## src/rtl/dac_fifo_reader.sv

```systemverilog
// Read side of the DAC sample FIFO: drains one 32-bit sample per DIV clocks,
// converts it to offset-binary, and drives the DAC data bus and sample clock.
module dac_fifo_reader #(
  parameter int DIV       = 8,
  parameter int DAC_W     = 14,
  parameter int CNT_W     = 10,
  parameter int PREFILL   = 4,
  parameter int UNDER_MAX = 4
) (
  input  logic             clk,
  input  logic             rst,
  input  logic             enable,
  input  logic             fifo_empty,
  input  logic [CNT_W-1:0] fifo_count,
  input  logic [31:0]      fifo_rd_data,
  output logic             fifo_rd_en,
  output logic [DAC_W-1:0] dac_data,
  output logic             dac_clk,
  output logic             dac_valid,
  output logic             underrun,
  output logic [15:0]      underrun_cnt,
  output logic [1:0]       state_o
);

  localparam int PH_W = $clog2(DIV);
  localparam int UC_W = $clog2(UNDER_MAX + 1);
  localparam logic [DAC_W-1:0] MIDSCALE = {1'b1, {(DAC_W-1){1'b0}}};
  localparam logic [PH_W-1:0]  PH_LAST  = PH_W'(DIV - 1);
  localparam logic [PH_W-1:0]  PH_HALF  = PH_W'(DIV / 2);

  typedef enum logic [1:0] {
    IDLE    = 2'd0,
    PRE     = 2'd1,
    RUN     = 2'd2
  } state_t;

  state_t            state_reg, state_next;
  logic [PH_W-1:0]   ph_reg;
  logic [UC_W-1:0]   consec_reg;
  logic              data_due_reg;
  logic              slot, starve, run_stay, clear_under;
  logic [DAC_W-1:0]  code;
  logic              unused_low_bits;

  // Truncate to the top DAC_W bits and flip the sign bit (two's complement -> offset binary).
  genvar gi;
  generate
    for (gi = 0; gi < DAC_W; gi++) begin : g_conv
      if (gi == DAC_W - 1) begin : g_msb
        assign code[gi] = ~fifo_rd_data[32 - DAC_W + gi];
      end else begin : g_bit
        assign code[gi] = fifo_rd_data[32 - DAC_W + gi];
      end
    end
  endgenerate

  assign unused_low_bits = ^fifo_rd_data[31-DAC_W:0];

  always_comb begin
    slot        = (state_reg == RUN) && enable && (ph_reg == '0);
    starve      = slot && fifo_empty;
    state_next  = state_reg;
    case (state_reg)
      IDLE:    if (enable) state_next = PRE;
      PRE:     if (enable && (fifo_count >= CNT_W'(PREFILL))) state_next = RUN;
      RUN:     if (starve && (consec_reg >= UC_W'(UNDER_MAX - 1))) state_next = PRE;
      default: state_next = IDLE;
    endcase
    if (!enable) state_next = IDLE;
    run_stay    = (state_reg == RUN) && (state_next == RUN);
    clear_under = (state_reg == IDLE) && (state_next == PRE);
  end

  always_ff @(posedge clk) begin
    if (rst) begin
      state_reg    <= IDLE;
      ph_reg       <= '0;
      consec_reg   <= '0;
      data_due_reg <= 1'b0;
      fifo_rd_en   <= 1'b0;
      dac_data     <= MIDSCALE;
      dac_clk      <= 1'b0;
      dac_valid    <= 1'b0;
      underrun     <= 1'b0;
      underrun_cnt <= '0;
    end else begin
      state_reg <= state_next;

      if (run_stay)
        ph_reg <= (ph_reg == PH_LAST) ? '0 : ph_reg + PH_W'(1);
      else
        ph_reg <= '0;

      fifo_rd_en   <= slot && !fifo_empty;
      // Read data is valid the cycle after the strobe; drop it if playback stops meanwhile.
      data_due_reg <= fifo_rd_en && run_stay;
      dac_valid    <= data_due_reg && run_stay;
      dac_clk      <= run_stay && (ph_reg >= PH_HALF);

      if (state_next == IDLE)
        dac_data <= MIDSCALE;
      else if (data_due_reg && run_stay)
        dac_data <= code;

      if (state_reg != RUN)
        consec_reg <= '0;
      else if (starve)
        consec_reg <= consec_reg + UC_W'(1);
      else if (data_due_reg && run_stay)
        consec_reg <= '0;

      if (clear_under) begin
        underrun     <= 1'b0;
        underrun_cnt <= '0;
      end else if (starve) begin
        underrun <= 1'b1;
        if (underrun_cnt != 16'hFFFF)
          underrun_cnt <= underrun_cnt + 16'd1;
      end
    end
  end

  assign state_o = state_reg;

endmodule

```

## config.mk

```make
export PLATFORM = sky130hd
export DESIGN_NAME = dac_fifo_reader
export DESIGN_NICKNAME = d
export VERILOG_FILES = /design/src/rtl/dac_fifo_reader.sv
export SDC_FILE = /design/constraint.sdc
export NUM_CORES = 1
export LEC_CHECK = 0
export CORE_AREA = 2 2 69 71
export CTS_CLUSTER_DIAMETER = 50
export CTS_CLUSTER_SIZE = 16
export DETAILED_ROUTE_END_ITERATION = 6
export DIE_AREA = 0 0 71 73
export GPL_TIMING_DRIVEN = 0
export PLACE_DENSITY = 0.8
export SETUP_SLACK_MARGIN = 0.5
export SLEW_MARGIN = 25
export SYNTH_ARGS = -nofsm -noshare
export SYNTH_HDL_FRONTEND = slang
export SYNTH_SLANG_ARGS = --single-unit
```

## constraint.sdc

```tcl
create_clock -name clk -period 5.5 [get_ports clk]
set_input_delay 0.825 -clock clk [delete_from_list [all_inputs] [get_ports clk]]
set_output_delay 0.825 -clock clk [all_outputs]
set_load 0.02 [all_outputs]
```

Word level (Yosys, flattened, before mapping)
Cells that the tools add are included.
W data, S select, Z words.
Operators by class
  multiplexer cells: 6
  add/subtract/negate cells: 3
  $mul: 0
  equal/unequal tests: 7
  div/mod/pow operators: 0
  bitwise operators: 2
  $lt $le $gt $ge: 3
  reductions and logical operators: 21
  shift operators: 0
Operators with widths (count)
  $add A16 B1 Y16 const B: 1
  $ne A16 B16 Y1 const B: 1
  $logic_and A1 B1 Y1: 11
  $ge A10 B3 Y1 const B: 1
  $add A3 B1 Y3 const B: 2
  $mux W2: 3
  $mux W3: 2
  $pmux W2 S3: 1
  $reduce_or A2 Y1: 3
  $eq A2 B1 Y1 const B: 2
  $eq A2 B2 Y1 const B: 2
  $logic_not A2 Y1: 2
  $eq A3 B3 Y1 const B: 1
  $ge A3 B2 Y1 const B: 1
  $ge A3 B3 Y1 const B: 1
  $logic_not A3 Y1: 1
  $reduce_or A3 Y1: 1
  $ne A2 B2 Y1 const B: 1
  $not A1 Y1: 2
  $reduce_and A2 Y1: 1
  $reduce_bool A2 Y1: 1
  $logic_not A1 Y1: 1
Storage, ports and cells
  bits in read-only memories: 0
  bits in registers: 43
  memory bits (writable): 0
  logic and storage cells: 52
  memories kept: 0
  bits in latches: 0
  input port bits: 46

Depth between registers and ports, before layout
Gate-level depths: netlist of run 1.
  depth after elaboration: 13
  depth in mapped cells: 8

Worst setup path after synthesis of run 1
No wires, ideal clock.
  kind: input port to flip-flop
  from: in fifo_empty
  to: reg underrun_cnt[14]
  setup slack: 3.225 ns
  library setup time: 0.071 ns
  stages on the path: 5
  arrival time: 2.205 ns
  path through: nand4b_2 -> or4_4 -> buf_6 -> or4_1 -> a21oi_1
On the way
  longest elaborated chain between the ends: 8
RTL lines
  start, declared: line 13  | input logic fifo_empty,
  $logic_and A1 B1 Y1 (*): line 61  | starve = slot && fifo_empty;
  $logic_and A1 B1 Y1: line 66  | RUN: if (starve && (consec_reg >= UC_W'(UNDER_MAX - 1))) state_next = PRE;
  $mux W2: line 66
  $pmux W2 S3: line 63  | case (state_reg)
  $mux W2: line 69  | if (!enable) state_next = IDLE;
  $eq A2 B1 Y1: line 71  | clear_under = (state_reg == IDLE) && (state_next == PRE);
  $logic_and A1 B1 Y1: line 71
  $reduce_or A2 Y1 (no line)
  end signal, assigned: line 118  | underrun_cnt <= underrun_cnt + 16'd1;
  end, declared: line 21  | output logic [15:0] underrun_cnt,
Mark *: on every way between the ends. The rest lies on a longest branch, timed or not.
A chain may end at the register's enable or synchronous reset.

Worst setup path after layout of run 1
  from: in fifo_empty
  to: reg underrun_cnt[8]
The elaborated chain is that of the path after synthesis.

==> summary.md, run 1 <==
TritonCTS built the clock tree. Maximum clock rate: 0.3729 GHz. Root buffer cell: clkbuf_8. The worst setup path is of the in2reg kind. The share of total power dissipated in combinational logic is 6.7%.

The total area inside the core boundary comes to 4536 µm². The utilization after layout is 60.30%, and the total non-filler cell area in the finished layout is 2735 µm². The global placer's final weighted congestion is 0.8062, and the pin count of the biggest net entering global routing is 15. The largest registers in the layout are underrun_cnt (16), dac_data (14). The arrival time reported for the critical path endpoint came out at 2.91 ns.

The run gives 0 ns as the total negative slack. The number of antenna violations at the first check in global routing is 0, and the adder and majority gate portion of the synthesized area is 3.814%. Clock latency on the worst-skew pair, taken at its later pin, is 0.30 ns. The number of antenna diodes in the final layout is 0. The average wire per standard cell is 12.79 µm, and the static leakage is 0.0008862 µW. The first detailed-routing pass took 4 iterations. Reported net switching power: 128.7 µW. After synthesis, the largest family of logic cells by area is simple AND/OR/NAND/NOR gates.

Setup slack closes at 2.818 ns. In this run, CTS created clock tree buffers numbering 5. Summing all placed instances gives a cell area of 2646 µm². Measured against its own limit, the worst slew margin works out to 32.28%. STA classifies the critical path startpoint as a primary input.

Subtracting the final worst setup slack from the clock period gives 2.682 ns. The count of nets left with antenna violations once routing finished came out at 0. The register with the most flip-flops in the final layout is underrun_cnt. The run gives 0 as the leftover overflow at the end of global routing. The first global-routing pass estimated 7472 µm of wire. Clock tree synthesis found a total of 43 sinks. The number of nets in the synthesized netlist is 269. Traced cell by cell, the critical path runs through clkdlybuf4s50_1 -> nand4b_2 -> or4_4 -> buf_6 -> or4_1 -> a21oi_1.

The internal power contribution came out at 421.8 µW. The run gives 3.25 ns as the register-to-register setup slack. At the pin with the least slew margin, the transition time is 1.007 ns. The critical path crosses 6 cells after its start point. The longest clock path from root to sink contains 2 buffers. Net switching is 23.37% of the power. The slowest stage cell on the critical path was clkdlybuf4s50_1. The total of warnings raised by yosys is 0. The die is 73 µm tall. Of the total synthesized cell area, the portion taken by AND, OR, NAND and NOR gates is 28.73%. The total of flip-flops plus latches after synthesis is 43. The run finished with clean final reports.

The count of final hold-check violations is 0. Counting both buffers and inverters, the worst setup path holds a total of 2. For this run, the leading register cell type out of synthesis is dfxtp_1. The worst ir drop on vdd was 0.0001217 V; the number of cell rows was 25. For this run, the register share of the synthesized area comes to 43.74%. The via count normalized by instance count is 5.362. In this run the worst setup path begins at fifo_empty. After detailed routing, the total wire length is 4349 µm. OpenSTA, run right after detailed placement, puts the worst setup slack at 2.507 ns. The mean instance size in the synthesized netlist was 9.070 µm². After synthesis, the netlist uses 43 different library cells.

The critical path data required time is 5.73 ns, and the number of design-rule violations left by the first detailed-router iteration is 70. Power spread over the standard cell area amounts to 201.3 nW/µm². The routed layout has 1823 vias. The top cell type by area accounts for 43.74% of the synthesized area. Of the post-synthesis cell area, the part taken by muxes is 9.154%.

The clock share of power is 36.5%. For the final database, setup skew stands at 0.005799 ns. Fraction of final layout cells sized beyond drive strength 1: 5.594%. Number of resized instances in the post-cts repair step: 0. The full die area was 5183 µm². The H-tree was split into 2 levels. The number of buffers added to fix hold violations after cts is 0, and the setup-violating endpoint count in the final report is 0. The gate count of the mapped netlist came out at 217. Share of synthesized flip-flops with an asynchronous set or reset: 0%. Across the run, the number of max-cap violations was 0. The share of the clock period used by the worst path is 48.76%.

Summed over all nets, the half-perimeter wirelength after detailed placement is 3332 µm. The net total in the final layout was 337. The endpoint identified for the worst register-to-register timing path is dac_data[4]$_SDFFE_PP0P_. In this run the most critical hold path is launched from underrun$_SDFFE_PP0P_.

For this run, the slowest stage of the critical path takes 0.58 ns. The cell count of the worst reg-to-reg path works out to 8. The critical path ends at underrun_cnt[8]$_SDFFE_PP0P_. By area the synthesized netlist is led by dfxtp_1, mux2i_1, ha_1. In the layout the commonest cells are clkdlybuf4s50_1, dfxtp_1, nor2_1.

The largest total area in the synthesized netlist belongs to dfxtp_1. The worst setup path is captured at a flop. The run gives 0 as the post-CTS setup repair buffer count. Leaving out fill and tap cells, the most frequent cell in the layout is clkdlybuf4s50_1. The area fraction in compound gates after synthesis was 11.38%; the count of boundary I/O pins was 82. Number of flip-flops under the largest register name: 16. After clock tree synthesis, the clock-pin slew on the worst setup and hold paths is 0.08 ns. The tools report the global-route usage over all layers as 17.84%. The total count of max-transition violations in the final report was 0; the synthesized-area fraction occupied by xor and xnor cells was 0%. Startpoint of the worst-slack reg-to-reg timing path: consec_reg[0]$_SDFFE_PP0P_. The area overhead of the layout relative to synthesis works out to 38.97%. The tools report the number of global-route vias before repair as 1683. The floorplan step set the die width to 71 µm. The cell area after synthesis came out at 1968 µm². In this design, the largest share of critical-path delay is due to simple AND/OR/NAND/NOR gates. Setup repair after global routing left no endpoint under its margin. The synthesized design contains 0 enable-type register cells. Worst hold path class: reg2reg.

The largest fanout on the critical path is 10, and the initial standard-cell utilization of the core is 43.39%. Number of design rule violations left after detail routing: 0. During placement, the flow inserted port buffers numbering 61. Across all hold checks on the routed design, the worst slack comes to 0.4785 ns.

Sequential cells account for 56.8% of the total power.
[worst min-delay path, cell delays in order (launching register included)]
cell and delay [ns]:
dfxtp_1 0.33, nor2_1 0.05, nor2_1 0.07
[per-layer routing]
layer	routed length [µm]	track usage [%]	vias up	share of wire, %
met3	240	5.387	6	5.5
met4	53	5.870	0	1.2
met2	2035	30.11	40	47
met1	2020	21.81	838	46
li1	-	-	939	-
met5	0	0	-	0
[cell families (layout without fill, tap and decap cells)]
kind of cell | count (synthesis) | in the layout
AND/OR/NAND/NOR | 103 | 103
flip-flops | 43 | 43
AO/OA/AOI/OAI | 33 | 33
multiplexers | 18 | 18
buffers and inverters | 14 | 83
adder cells (fa/ha/maj) | 6 | 6
[power groups by stage]
stage | Combinational, µW | Clock, µW | Sequential [µW]
2_1_floorplan | 12.3 | 0 | 321
3_3_place_gp | 36.4 | 0 | 320
3_5_place_dp | 36.8 | 0 | 320
4_1_cts | 37.0 | 210 | 313
5_1_grt | 40.1 | 219 | 313
6_report | 36.7 | 201 | 313
[layout make-up]
| class | instances | area, µm² |
|---|---|---|
| buffer | 7 | 36.28 |
| clock buffer | 5 | 68.82 |
| clock inverter | 3 | 20.02 |
| fill | 387 | 1800 |
| inverter | 7 | 26.28 |
| multi-input combinational | 160 | 1045 |
| sequential | 43 | 860.8 |
| tap | 54 | 67.56 |
| timing repair buffer | 61 | 610.6 |
[per-stage QoR]
step	total power (µW)	instances
after floorplan	333.2	217
after global placement	356.8	332
after detailed placement	357.1	332
after CTS	560.3	340
after global routing	572.4	340
final	550.5	340
[synth_stat cells (all sizes together) (3+ instances only)]
library cell,instances
o31ai,4
or3,7
nand2b,3
dfxtp,43
mux2i,18
a31oi,3
nand2,17
inv,7
o21ai,4
or4,4
nor2b,3
buf,3
nand4,6
and2,8
ha,6
a21oi,9
nor4,11
clkbuf,4
nor3,6
nand3,8
nor2,20
[worst min-delay path by stage]
stage,end,slack (ns),cells after the start
global placement,data_due_reg$_SDFF_PP0_,0.44,1
finish,underrun$_SDFFE_PP0P_,0.48,2
global route,underrun$_SDFFE_PP0P_,0.51,2
CTS,underrun$_SDFFE_PP0P_,0.49,2
detailed placement,underrun$_SDFFE_PP0P_,0.47,2
floorplan,consec_reg[0]$_SDFFE_PP0P_,0.47,1
(Power assumes the default switching activity.)
==> run 2, diff against run 1 <==
CORE_AREA = 2 2 75 77   (was 2 2 69 71)
DIE_AREA = 0 0 77 79   (was 0 0 71 73)
PLACE_DENSITY = 0.71   (was 0.8)
clock period = 2.21 ns   (was 5.5 ns; I/O delays follow)
==> run 2 against run 1 <==
  * Clock-buffer cell count grew 1
  * Design area up 19%
  * Register-to-register slack worse by 3.0 ns
  * Wire length up 23%
  * Largest power group unchanged
  * Die area rose by 17%
  * Sequential power is 150% higher
  * Non-clock buffer count increased by 21
  * Critical path type is now reg2reg
  * Sequential share of layout area is 4.6 points lower
  * Sequential cell count stayed put
  * Clock power rose to 2.8 times the previous value
  * Total power grew to 2.6 times the previous value
  * Via count rose by 8.5%
==> summary.md, run 2 (synthesis gave the netlist of run 1 again) <==
Vertical die dimension: 79 µm. The tools report the number of antenna violations at the first check in global routing as 0. The library cell used most frequently in the layout, excluding fill and tap cells, is clkdlybuf4s50_1.

On the final layout, the worst hold slack is 0.4859 ns. Worst hold path class: reg2reg. The element type at the critical path start is a flop. The largest fanout on the critical path was 5. The time the worst path needs with I/O delays and setup was 1.912 ns; the fraction of final layout cells sized beyond drive strength 1 was 24.84%. The root buffer cell chosen for the clock tree is clkbuf_8.

Entering global routing, the biggest net connects 14 pins. Detailed placement ended at an HPWL of 3468 µm. After detailed routing, the total wire length is 5328 µm. The clock passes through at most 2 buffers. The share of the clock period used by the worst path is 86.50%, and the critical path data required time is 2.44 ns. In the layout the commonest cells are clkdlybuf4s50_1, dfxtp_1, nor2_1. The via count normalized by instance count was 5.233; the power density over the cells was 439.8 nW/µm². The number of global-route vias before repair is 1953, and the area overhead of the layout relative to synthesis is 65.67%. The category of the worst setup path capture point was a flop. In this run, CTS created clock tree buffers numbering 5. The logs give 358 for the net total in the final layout and 18.13% for the global-route usage over all layers.

The run gives -0.2286 ns as the worst slack at placement. After detailed routing, the number of remaining DRC violations is 0. Setup repair after global routing could not meet its margin everywhere. In this run, the clock network consumes 38.9% of the power. After layout, the worst setup slack is 0.2984 ns. The transition at the pin with the smallest max-transition slack is 0.5140 ns, and the sequential cell area is 877.1 µm². Net switching is 22.25% of the power.

Combinational logic is responsible for 6.9% of the overall power. TritonCTS built the clock tree. Once layout is done, the placed cells without fillers occupy 3261 µm². The logs give 27 for the number of cell rows and 2 for the count of H-tree levels built during CTS. VDD sags by at most 0.0003135 V.

The floorplan step defined a core boundary enclosing 5338 µm². After clock tree synthesis, the clock-pin slew on the worst setup and hold paths is 0.08 ns. After filler insertion, the fill cell instance count of the layout stands at 477.

The total count of max-transition violations in the final report was 0. The logs give 0 for the setup-violating endpoint count in the final report and 4 for the iteration count of the initial detailed-routing pass. The count of nets left with antenna violations once routing finished came out at 0.

At the later pin of the worst-skew pair, clock insertion delay measures 0.30 ns. The count of boundary I/O pins is 82. In the final layout, the multi-input gates occupy 1292 µm². By startpoint and endpoint, the worst setup path is classified as reg2reg. The register with the most flip-flops in the layout has 16 of them. The die covers 6083 µm². Port buffering added 61 buffers. The maximum clock rate was 0.5231 GHz. More flip-flops sit in one register than any other, and that register is underrun_cnt. The logs give 65.55% for the normalized max-slew margin and 36.87% for the initial standard-cell utilization of the core. The repair_antennas step left the layout with diodes totalling 0.

Summed over all cells, the static leakage comes to 0.001252 µW. The analysis attributes to net switching a power of 319.1 µW. For the standard cell area after detailed placement, the log shows 2720 µm². The largest registers in the layout are underrun_cnt (16), dac_data (14). Summing over every cut layer, the via total after detailed routing is 1978.

After routing, the total negative slack on setup checks comes to 0 ns. CTS saw 43 sinks. Data arrives at the worst endpoint at 2.14 ns. For the internal power contribution, the log shows 1115 µW. The first global-routing pass estimated 9087 µm of wire. The worst setup skew after layout came out at 0.005669 ns.

In this run, the number of DRC markers left after iteration 0 of detailed routing was 54. For the count of final hold-check violations, the log shows 0. The run finished with clean final reports. Summed over all layers, the global routing overflow is 0.

Die width: 77 µm. The share of total power in sequential cells is 54.2%. Dividing the detail-routed wire length by the instance count gives 14.10 µm. The number of maximum-capacitance constraint violations came out at 0.

The congestion estimate from routability-driven global placement came to 0.8083.
==> run 2: what timing repair did <==
item	CTS	global route
pin swaps	11	5
hold buffers	0	0
setup endpoints to repair	43	49
gates cloned	0	0
setup buffers	17	4
resized for setup	41	21
==> run 2: cell type report <==
type                    count  share of cell area [%]
clock inverters             1                  0.2302
plain buffers               7                   1.765
well taps                  72                   2.763
clock buffers               6                   2.878
inverters                   7                  0.8058
repair buffers             82                   25.02
flip-flops and latches     43                   26.90
multi-input cells         160                   39.64
==> run 2: stage by stage <==
step	util, %	total power [µW]	instances
2_1_floorplan	-	827.0	217
3_3_place_gp	50.96	886.4	350
3_5_place_dp	50.96	887.8	350
4_1_cts	59.05	1450	374
5_1_grt	61.09	1490	378
6_report	61.09	1434	378
==> run 2: power groups by stage <==
stage / registers [µW] / clock network (µW) / logic, µW
CTS: 777 / 574 / 98.1
global route: 778 / 603 / 109
detailed placement: 795 / 0 / 93.1
floorplan: 796 / 0 / 30.9
global placement: 795 / 0 / 91.6
finish: 777 / 557 / 99.7
==> run 2: metal layers <==
metal	GRT usage [%]	vias to the layer above	wire length, µm	part of all wire [%]
met1	22.07	940	2253	42
met4	4.107	0	38	0.71
met5	0	-	0	0
met2	31.49	57	2687	50
met3	5.682	3	349	6.6
li1	-	978	-	-
==> run 2: critical path, stage by stage (launching register included) <==
cell,delay (ns)
dfxtp_2,0.33
inv_2,0.07
ha_4,0.15
nand4b_4,0.12
or4_4,0.43
buf_6,0.15
or4_1,0.46
a21oi_1,0.13
==> run 2: worst paths after layout <==
check | from | end | slack [ns] | depth (start not counted)
hold / removal | underrun$_SDFFE_PP0P_ | underrun$_SDFFE_PP0P_ | 0.49 | 2
setup reg to reg | ph_reg[0]$_SDFF_PP0_ | underrun_cnt[8]$_SDFFE_PP0P_ | 0.30 | 7
setup / recovery | ph_reg[0]$_SDFF_PP0_ | underrun_cnt[8]$_SDFFE_PP0P_ | 0.30 | 7
hold reg to reg | underrun$_SDFFE_PP0P_ | underrun$_SDFFE_PP0P_ | 0.49 | 2
